## src/rtl/mem_port_arbiter.sv

```systemverilog
// Arbitrates one single-port byte-lane RAM between instruction fetch and load/store.
// Data wins contention unless fetch has been refused STARVE_MAX cycles in a row.
module mem_port_arbiter #(
   parameter int ADDR_WIDTH = 15,
   parameter int STARVE_MAX = 3
) (
   input  logic                  clk,
   input  logic                  reset,
   input  logic                  if_req,
   input  logic [ADDR_WIDTH-1:0] if_addr,
   output logic                  if_gnt,
   output logic                  if_rvalid,
   output logic [31:0]           if_rdata,
   input  logic                  d_req,
   input  logic                  d_we,
   input  logic [3:0]            d_be,
   input  logic [ADDR_WIDTH-1:0] d_addr,
   input  logic [31:0]           d_wdata,
   output logic                  d_gnt,
   output logic                  d_rvalid,
   output logic [31:0]           d_rdata,
   output logic [ADDR_WIDTH-3:0] mem_addr,
   output logic [3:0]            mem_wren,
   output logic [31:0]           mem_wdata,
   input  logic [31:0]           mem_rdata,
   output logic [3:0]            starve_cnt,
   output logic [1:0]            resp_state
);

   localparam logic [1:0] ST_IDLE    = 2'd0;
   localparam logic [1:0] ST_RESP_IF = 2'd1;
   localparam logic [1:0] ST_RESP_D  = 2'd2;
   localparam logic [3:0] STARVE_LIM = 4'(STARVE_MAX);

   logic [1:0]            state_q, state_d;
   logic [3:0]            starve_q, starve_d;
   logic [ADDR_WIDTH-3:0] last_addr_q;
   logic                  unused_low_bits;

   assign unused_low_bits = ^{if_addr[1:0], d_addr[1:0]};

   // Handshake: a requester raises req with stable fields and holds them until the
   // cycle its gnt is high; that cycle is the transfer. Nothing is queued here.
   always_comb begin
      if_gnt = 1'b0;
      d_gnt  = 1'b0;
      if (!reset) begin
         if (if_req && (!d_req || starve_q >= STARVE_LIM))
            if_gnt = 1'b1;
         else if (d_req)
            d_gnt = 1'b1;
      end
   end

   always_comb begin
      if (if_gnt)
         mem_addr = if_addr[ADDR_WIDTH-1:2];
      else if (d_gnt)
         mem_addr = d_addr[ADDR_WIDTH-1:2];
      else
         mem_addr = last_addr_q;
   end

   assign mem_wren  = (d_gnt && d_we) ? d_be : 4'b0000;
   assign mem_wdata = d_wdata;

   always_comb begin
      state_d = ST_IDLE;
      if (if_gnt)
         state_d = ST_RESP_IF;
      else if (d_gnt && !d_we)
         state_d = ST_RESP_D;
   end

   always_comb begin
      starve_d = 4'd0;
      if (if_req && !if_gnt)
         starve_d = (starve_q >= STARVE_LIM) ? STARVE_LIM : starve_q + 4'd1;
   end

   always_ff @(posedge clk or posedge reset) begin
      if (reset) begin
         state_q     <= ST_IDLE;
         starve_q    <= 4'd0;
         last_addr_q <= '0;
      end else begin
         state_q  <= state_d;
         starve_q <= starve_d;
         if (if_gnt || d_gnt)
            last_addr_q <= mem_addr;
      end
   end

   // The RAM has a fixed one-cycle read latency, so data passes straight through.
   assign if_rvalid  = (state_q == ST_RESP_IF);
   assign d_rvalid   = (state_q == ST_RESP_D);
   assign if_rdata   = mem_rdata;
   assign d_rdata    = mem_rdata;
   assign starve_cnt = starve_q;
   assign resp_state = state_q;

endmodule

```

## config.mk

```make
export PLATFORM = sky130hd
export DESIGN_NAME = mem_port_arbiter
export DESIGN_NICKNAME = d
export VERILOG_FILES = /design/src/rtl/mem_port_arbiter.sv
export SDC_FILE = /design/constraint.sdc
export NUM_CORES = 1
export LEC_CHECK = 0
export CAP_MARGIN = 15
export CORE_ASPECT_RATIO = 1.2
export CORE_MARGIN = 8
export CORE_UTILIZATION = 26
export DETAILED_ROUTE_END_ITERATION = 8
export HOLD_SLACK_MARGIN = 0.03
export PLACE_DENSITY = 0.83
export SYNTH_ARGS = -nofsm -noshare
export SYNTH_HDL_FRONTEND = slang
export SYNTH_SLANG_ARGS = --single-unit
```

## constraint.sdc

```tcl
create_clock -name clk -period 2.3 [get_ports clk]
set_input_delay 0.575 -clock clk [delete_from_list [all_inputs] [get_ports clk]]
set_output_delay 0.575 -clock clk [all_outputs]
set_load 0.005 [all_outputs]
```

==> metrics.cfg, run 1 <==
[outcome]
status = complete, but fails checks
failed_checks = setup timing

[critical_path]
reg2reg_to = last_addr_q[0]
cp_common_cell = buf_12
rr_worst_depth = 8
cp_slowest_cell = dfrtp_1
cp-end-kind = output pin
crit_buf_inv = 3
worst-path-max-fanout = 6
cp.required_ps = 1730
crit_type = reg -> out
max_stage_delay_ps = 420
r2r_slack_ps = 150
r2r-start = starve_cnt[1]
worstPathCellList = ha_4 -> nor4b_4 -> nor3_4 -> buf_12 -> buf_12 -> a221o_1 -> buf_2
start_kind = flop
arrival_ps = 1950
critical_path.top_delay_family = flip-flops

[floorplanning]
coreArea_um2 = 6450
initial_core_util_pct = 27.0
die_h_um = 106
row_count = 32
num_io_pins = 226
dieArea_um2 = 9570
fp.dieW_um = 90.6

[yosys]
avgSynthCellArea_um2 = 9.66
async_flop_share_pct = 100
synth_ff_type = dfrtp_1
netlist_top_cells_count = 99 x buf_4, 19 x a221o_1, 19 x dfrtp_1
synth_top_area_share_pct = 42.8
yosys_warnings = 0
synth_edf_count = 0
synth_cell_types = 19
yosys-top-cells-area = buf_4 43%, dfrtp_1 27%, a221o_1 11%, and2_1 4.7%, a221o_2 4.5%
synth_cells = 180
ys_ff_latch = 19
syn_area_um2 = 1740
yosysMostFrequentCell = buf_4
ys_seq_area_share_pct = 27.4
synth_area_leader_cell = buf_4

[cts]
root_buffer = clkbuf_8
clock-sinks = 19
htreeDepth = 1
cts.hold.buffers_added = 0
cts_buffers = 3
cts_tree = yes
insertion_delay_ps = 260
clockBufferDepth = 2
path_clk_slew_ps = 80

[placed_design]
portBuffers = 61
gp_congestion = 0.664
dp_cells = 239
place_ws_ps = -695
dp_hpwl_um = 3440

[timing]
setup_slack_ps = -223
setup_viol = 16
hold_ws_ps = 560
fin_crit_sh_pct = 110
fmax_ghz = 0.396
hold_viol_final = 0
final.min_clock_period_ps = 2520
finalMaxSlewViolations = 0
rsz0062_at_grt = true
clock_skew_ps = 10.2

[detailed_routing]
wl_per_cell_um = 19.5
num_vias = 1191
routed_wl_um = 4890
dr.pass1.iters = 4
antenna_left = 0
drc = 0
dr.first_iter.drc_count = 68
viasPerCell = 4.75

[final_layout]
area_delta_synth_final_pct = 12.6
utilization_pct = 30.4
fill_cells = 672
multiInputGateArea_um2 = 528
instances_no_fill = 251
drive_above_1_share_pct = 33.7
fin_nets = 271
seq_area_um2 = 475
diodes = 0

[power]
p_leak_nw = 0.878
fin_total_pwr_mw = 0.947
vdd_drop_max_mv = 0.161
cellPowerDensity_nw_per_um2 = 484

[global_route]
grt_usage_pct = 9.93
grt_pass1_wl_um = 7470
grt_start_max_net_pins = 20
grt_pass1_vias = 1368
antenna_found_initial = 0
grt_overflow_total = 0

[worst_hold_path]
hold_class = in -> async

[run]
maxCapViolCount = 0

flip-flops by register name (all words and copies together) (netlist names):
| name | flops |
|---|---|
| last_addr_q | 13 |
| resp_state | 2 |
| starve_cnt | 4 |
per-stage QoR:
step | cell area [um^2] | TNS (ps)
after floorplan | 1740 | 0
after global placement | 1840 | -11110
after detailed placement | 1840 | -11650
after CTS | 1970 | -2270
after global routing | 1960 | -3490
final | 1960 | -2470
where the power goes:
part | switching (mW) | leakage (nW) | internal (mW)
logic | 0.120 | 0.616 | 0.203
clock network | 0.120 | 0.0255 | 0.120
registers | 0.0130 | 0.236 | 0.370
total | 0.253 | 0.878 | 0.694
cells in the final DEF (no fill, tap or decap):
| cell | n |
|---|---|
| a221o_2 | 7 |
| and3_1 | 3 |
| buf_4 | 12 |
| buf_12 | 4 |
| conb_1 | 2 |
| inv_1 | 3 |
| buf_6 | 5 |
| o21bai_1 | 1 |
| nor3_4 | 2 |
| clkbuf_8 | 3 |
| dfrtp_1 | 19 |
| o211a_4 | 1 |
| buf_8 | 1 |
| a221o_1 | 19 |
| clkbuf_2 | 1 |
| clkdlybuf4s15_1 | 1 |
| and3_4 | 1 |
| nor4b_4 | 1 |
| and2_1 | 13 |
| bufbuf_16 | 1 |
| a21oi_1 | 2 |
| clkdlybuf4s50_1 | 39 |
| ha_4 | 1 |
| dlygate4sd2_1 | 4 |
| o21ai_0 | 1 |
| clkinv_2 | 1 |
| nor2b_1 | 3 |
| buf_2 | 15 |
per-layer routing:
layer / GRT usage [%] / vias up / wire [um]
met5: 0 / - / 0
met4: 12.3 / 0 / 484
met1: 8.77 / 569 / 1670
met3: 2.20 / 65 / 477
li1: - / 501 / -
met2: 17.1 / 56 / 2260
how the worst max path moves through the flow:
stage	from	to	cells past startpoint
after floorplan	reset	mem_wren[0]	4
after global placement	d_req	mem_addr[8]	6
after detailed placement	d_req	mem_addr[8]	6
after CTS	starve_cnt[1]	mem_addr[1]	7
after global routing	starve_cnt[1]	mem_addr[5]	7
final	starve_cnt[1]	mem_addr[11]	7
tightest hold or removal path, cell delays in order:
cell and delay, ps:
dlygate4sd2_1 250, inv_1 90, buf_4 290
area by class of cell:
type / count / area share (%)
tap: 85 / 5.43
inverter: 3 / 0.575
clock buffer: 3 / 2.11
multi-input combinational: 57 / 27.0
timing repair buffer: 83 / 40.3
clock inverter: 1 / 0.256
sequential: 19 / 24.3
kinds of logic after synthesis:
group,synth area share [%]
adders and majority gates,0.720
AOI/OAI and AO/OA,17.4
other,0.216
and+or+nand+nor,9.43
DFF,27.4
buffers and inverters,44.9
repair_timing:
item | in CTS | in global routing
buffers inserted | 4 | 3
endpoints found under the hold margin | 0 | 0
cloned | 3 | 0
pin swaps | 18 | 2
gates resized for setup | 80 | 8
setup endpoints to repair | 19 | 18
(Power assumes the default switching activity.)
==> inputs of run 2 (changes only) <==
--- a/config.mk
+++ b/config.mk
@@ -6,11 +6,12 @@
 export NUM_CORES = 1
 export LEC_CHECK = 0
 export CAP_MARGIN = 15
-export CORE_ASPECT_RATIO = 1.2
+export CORE_ASPECT_RATIO = 0.8
 export CORE_MARGIN = 8
 export CORE_UTILIZATION = 26
 export DETAILED_ROUTE_END_ITERATION = 8
 export HOLD_SLACK_MARGIN = 0.03
+export MAX_ROUTING_LAYER = met4
 export PLACE_DENSITY = 0.83
 export SYNTH_ARGS = -nofsm -noshare
 export SYNTH_HDL_FRONTEND = slang
==> metrics.cfg, run 2 (synthesis results as in run 1) <==
[cts]
clock-sinks = 19
clockBufferDepth = 2
cts_buffers = 3
cts_tree = yes
htreeDepth = 1
root_buffer = clkbuf_8
path_clk_slew_ps = 70
insertion_delay_ps = 250

[timing]
finalMaxSlewViolations = 0
setup_slack_ps = -208
final.setup.tns_ps = -2330
final.min_clock_period_ps = 2510
hold_ws_ps = 584
rsz0062_at_grt = true
clock_skew_ps = 2.40
setup_viol = 15
fmax_ghz = 0.399
fin_crit_sh_pct = 109
hold_viol_final = 0

[power]
internal_power_mw = 0.692
cellPowerDensity_nw_per_um2 = 470
power_frac_comb_pct = 34.1
clkPwrFrac_pct = 24.7
switching_share_pct = 25.5
vdd_drop_max_mv = 0.0924
pwr-share-seq_pct = 41.2
fin_total_pwr_mw = 0.929
switchingPower_mw = 0.237
p_leak_nw = 0.885

[final_layout]
utilization_pct = 30.7
fill_cells = 680
area_delta_synth_final_pct = 13.8
drive_above_1_share_pct = 37.6
largest_reg_flops = 13
fin_nets = 278
final_common_cell = clkdlybuf4s50_1
multiInputGateArea_um2 = 538
design_area_um2 = 1980
diodes = 0
final_cell_mix = 40 x clkdlybuf4s50_1, 20 x buf_4, 19 x a221o_1, 19 x dfrtp_1, 15 x buf_2
regMostFlops = last_addr_q
seq_area_um2 = 475

[detailed_routing]
wl_per_cell_um = 16.8
dr.first_iter.drc_count = 21
antenna_left = 0
dr.pass1.iters = 3
viasPerCell = 4.46
num_vias = 1147
routed_wl_um = 4330
drc = 0

[critical_path]
start_kind = flop
crit_type = reg -> out
worst-path-max-fanout = 8
cp-end-kind = output pin
r2r-start = starve_cnt[1]
r2r_slack_ps = 550
cp_slowest_cell = dfrtp_1
max_stage_delay_ps = 410
worstPathCellList = ha_4 -> nor4b_4 -> nor3_4 -> buf_6 -> buf_12 -> a221o_1 -> buf_2
reg2reg_to = last_addr_q[10]
cp.required_ps = 1730
arrival_ps = 1930
rr_worst_depth = 7

[placed_design]
gp_congestion = 0.712
portBuffers = 61
dp_hpwl_um = 3190
placed_cell_area_um2 = 1820

[run]
maxCapViolCount = 0

[global_route]
grt_overflow_total = 0
grt_usage_pct = 8.98
grt_pass1_wl_um = 6430
antenna_found_initial = 0
grt_pass1_vias = 1265
grt_start_max_net_pins = 20

[outcome]
failed_checks = setup timing
status = complete, but fails checks

[worst_hold_path]
hold_class = reg -> reg
hold-path-endpoint = last_addr_q[0]
hold_start = last_addr_q[0]
min_delay_path_depth = 2

[floorplanning]
die_h_um = 89.1
num_io_pins = 226
dieArea_um2 = 9570
initial_core_util_pct = 27.0
coreArea_um2 = 6440
fp.dieW_um = 107
row_count = 26

-- run 2: changes by cell type in the layout (fill, tap and decap cells not counted), sizes merged --
| cell | previous run | this run |
|---|---|---|
| clkdlybuf4s15 | 1 | 0 |
| clkinv | 1 | 0 |
| clkdlybuf4s50 | 39 | 40 |
| bufbuf | 1 | 0 |
| buf | 37 | 46 |
-- run 2: repair_timing --
action	CTS	global route
pin swaps	13	2
endpoints found under the hold margin	0	0
setup buffers	11	4
hold buffers	0	0
gates resized for setup	81	12
gates cloned	1	0
endpoints found under the setup margin	19	19
-- run 2: final cells by class --
type                            count  area share, %
Clock buffer                        4           2.28
Inverter                            3          0.570
Multi-Input combinational cell     57           27.2
Sequential cell                    19           24.1
Tap cell                           84           5.32
Timing Repair Buffer               90           40.6
-- run 2: worst max path at each step --
stage / from / endpoint / cells past startpoint
6_report: starve_cnt[1] / mem_addr[6] / 7
5_1_grt: starve_cnt[1] / mem_addr[8] / 7
4_1_cts: starve_cnt[1] / mem_addr[8] / 7
3_5_place_dp: if_req / mem_addr[2] / 6
3_3_place_gp: if_req / mem_addr[5] / 6
2_1_floorplan: reset / mem_wren[0] / 4
-- run 2: per-stage QoR --
step	setup WS (ps)	cells
global placement	-795	239
CTS	-220	254
floorplan	100	181
global route	-300	257
detailed placement	-868	239
finish	-208	257
-- run 2: worst max-delay path: cells and delay by family, from the launching register on --
| kind | cells | cell delay (ps) |
|---|---|---|
| simple gates | 2 | 340 |
| flops | 1 | 410 |
| buf+inv | 3 | 390 |
| fa+ha+maj | 1 | 190 |
| compound gates | 1 | 340 |
-- run 2: routing by layer --
layer	routed length, um	global-route usage [%]	part of all wire [%]	vias to the layer above
li1	-	-	-	515
met5	0	-	0	-
met2	2080	13.8	48	51
met1	1740	9.65	40	575
met3	439	3.82	10	6
met4	63	5.15	1.5	0
-- run 2: power groups by stage --
stage | clock network [mW] | logic, mW | registers, mW
detailed placement | 0 | 0.324 | 0.388
global placement | 0 | 0.318 | 0.386
finish | 0.230 | 0.317 | 0.383
CTS | 0.247 | 0.314 | 0.383
floorplan | 0 | 0.263 | 0.386
global route | 0.261 | 0.347 | 0.386
==> inputs of run 3 (changes only) <==
--- a/config.mk
+++ b/config.mk
@@ -8,11 +8,10 @@
 export CAP_MARGIN = 15
 export CORE_ASPECT_RATIO = 0.8
 export CORE_MARGIN = 8
-export CORE_UTILIZATION = 26
+export CORE_UTILIZATION = 28
 export DETAILED_ROUTE_END_ITERATION = 8
 export HOLD_SLACK_MARGIN = 0.03
-export MAX_ROUTING_LAYER = met4
-export PLACE_DENSITY = 0.83
+export PLACE_DENSITY = 0.88
 export SYNTH_ARGS = -nofsm -noshare
 export SYNTH_HDL_FRONTEND = slang
 export SYNTH_SLANG_ARGS = --single-unit
==> constraint.sdc (replaced) <==
create_clock -name clk -period 3.1 [get_ports clk]
set_input_delay 0.775 -clock clk [delete_from_list [all_inputs] [get_ports clk]]
set_output_delay 0.775 -clock clk [all_outputs]
set_load 0.005 [all_outputs]
==> metrics.cfg, run 3 (synthesis results as in run 1) <==
[timing]
setup_viol = 0
hold_viol_final = 0
final.min_clock_period_ps = 3030
clock_skew_ps = 6.09
setup_slack_ps = 73.1
finalMaxSlewViolations = 0
fin_crit_sh_pct = 97.6
hold_ws_ps = 491
fmax_ghz = 0.330
rsz0062_at_grt = false
final.setup.tns_ps = 0

[detailed_routing]
viasPerCell = 4.48
dr.first_iter.drc_count = 24
wl_per_cell_um = 16.1
drc = 0
dr.pass1.iters = 4
antenna_left = 0
routed_wl_um = 3940
num_vias = 1093

[placed_design]
dp_hpwl_um = 2990
gp_congestion = 0.653
place_ws_ps = -448
portBuffers = 61
placed_cell_area_um2 = 1790

[run]
maxCapViolCount = 0

[critical_path]
start_kind = input pin
cp-end-kind = output pin
reg2reg_to = last_addr_q[7]
cp.required_ps = 2320
r2r-start = starve_cnt[0]
crit_type = in -> out
rr_worst_depth = 5
arrival_ps = 2250
crit_start = d_req
worst-path-max-fanout = 6
r2r_slack_ps = 1250

[worst_hold_path]
min_delay_path_depth = 1
hold-path-endpoint = starve_cnt[0]
hold_class = reg -> reg
hold_start = starve_cnt[0]

[cts]
path_clk_slew_ps = 80
clockBufferDepth = 2
htreeDepth = 1
insertion_delay_ps = 260
cts_tree = yes
root_buffer = clkbuf_8
clock-sinks = 19
cts_buffers = 3
cts.hold.buffers_added = 0

[final_layout]
final_common_cell = clkdlybuf4s50_1
regMostFlops = last_addr_q
drive_above_1_share_pct = 21.5
fin_nets = 268
diodes = 0
final_cell_mix = 45 x clkdlybuf4s50_1, 19 x a221o_1, 19 x dfrtp_1, 15 x buf_4, 14 x dlygate4sd2_1
utilization_pct = 32.2
design_area_um2 = 1910
largest_reg_flops = 13
fill_cells = 621
area_delta_synth_final_pct = 10.1

[floorplanning]
initial_core_util_pct = 29.2
num_io_pins = 226
dieArea_um2 = 9000
die_h_um = 86.5
fp.dieW_um = 104
row_count = 25
coreArea_um2 = 5940

[power]
power_frac_comb_pct = 32.7
vdd_drop_max_mv = 0.124
clkPwrFrac_pct = 26.0
internal_power_mw = 0.508
cellPowerDensity_nw_per_um2 = 360
pwr-share-seq_pct = 41.2
switching_share_pct = 26.2
p_leak_nw = 0.846
switchingPower_mw = 0.181

[global_route]
grt_overflow_total = 0
grt_pass1_wl_um = 6450
antenna_found_initial = 0
grt_pass1_vias = 1219
grt_usage_pct = 9.02
grt_start_max_net_pins = 20

[outcome]
status = complete, no violations

## run 3: timing repair
| item | in CTS | in global routing |
|---|---|---|
| gates resized for setup | 20 | 4 |
| pin swaps | 1 | 1 |
| setup buffers | 6 | 2 |
| setup endpoints to repair | 19 | 9 |
## run 3: metrics by stage
step | std cells | power [mW]
after floorplan | 181 | 0.482
after global placement | 232 | 0.517
after detailed placement | 232 | 0.523
after CTS | 242 | 0.704
after global routing | 244 | 0.738
final | 244 | 0.689
## run 3: power groups by stage
| stage | Combinational (mW) | Sequential (mW) | Clock, mW |
|---|---|---|---|
| 3_5_place_dp | 0.235 | 0.288 | 0 |
| 6_report | 0.226 | 0.284 | 0.179 |
| 2_1_floorplan | 0.195 | 0.286 | 0 |
| 3_3_place_gp | 0.231 | 0.287 | 0 |
| 4_1_cts | 0.226 | 0.284 | 0.194 |
| 5_1_grt | 0.247 | 0.287 | 0.203 |
## run 3: cell type report
type | instances | area, um^2 | area share [%]
Clock buffer | 3 | 41.3 | 2.16
Timing Repair Buffer | 80 | 768 | 40.2
Inverter | 3 | 11.3 | 0.589
Clock inverter | 1 | 5.00 | 0.262
Tap cell | 81 | 101 | 5.30
Sequential cell | 19 | 475 | 24.9
Multi-Input combinational cell | 57 | 510 | 26.7
## run 3: how the worst max path moves through the flow
stage	to	depth (start not counted)	slack, ps
4_1_cts	mem_wren[3]	6	7
6_report	if_gnt	6	70
5_1_grt	if_gnt	6	2
3_3_place_gp	mem_addr[5]	6	-430
3_5_place_dp	mem_addr[4]	6	-450
2_1_floorplan	mem_wren[0]	4	500
## run 3: metal layers
metal / track usage, % / wire (um) / vias up
met4: 3.93 / 69 / 0
met3: 6.00 / 468 / 12
li1: - / - / 492
met5: 0 / 0 / -
met2: 13.6 / 1750 / 75
met1: 9.71 / 1650 / 514
## run 3: critical path: stages
cell and delay [ps]:
dlygate4sd2_1 260, nor4b_4 150, nor3_4 290, buf_4 180
buf_4 100, clkdlybuf4s50_1 500
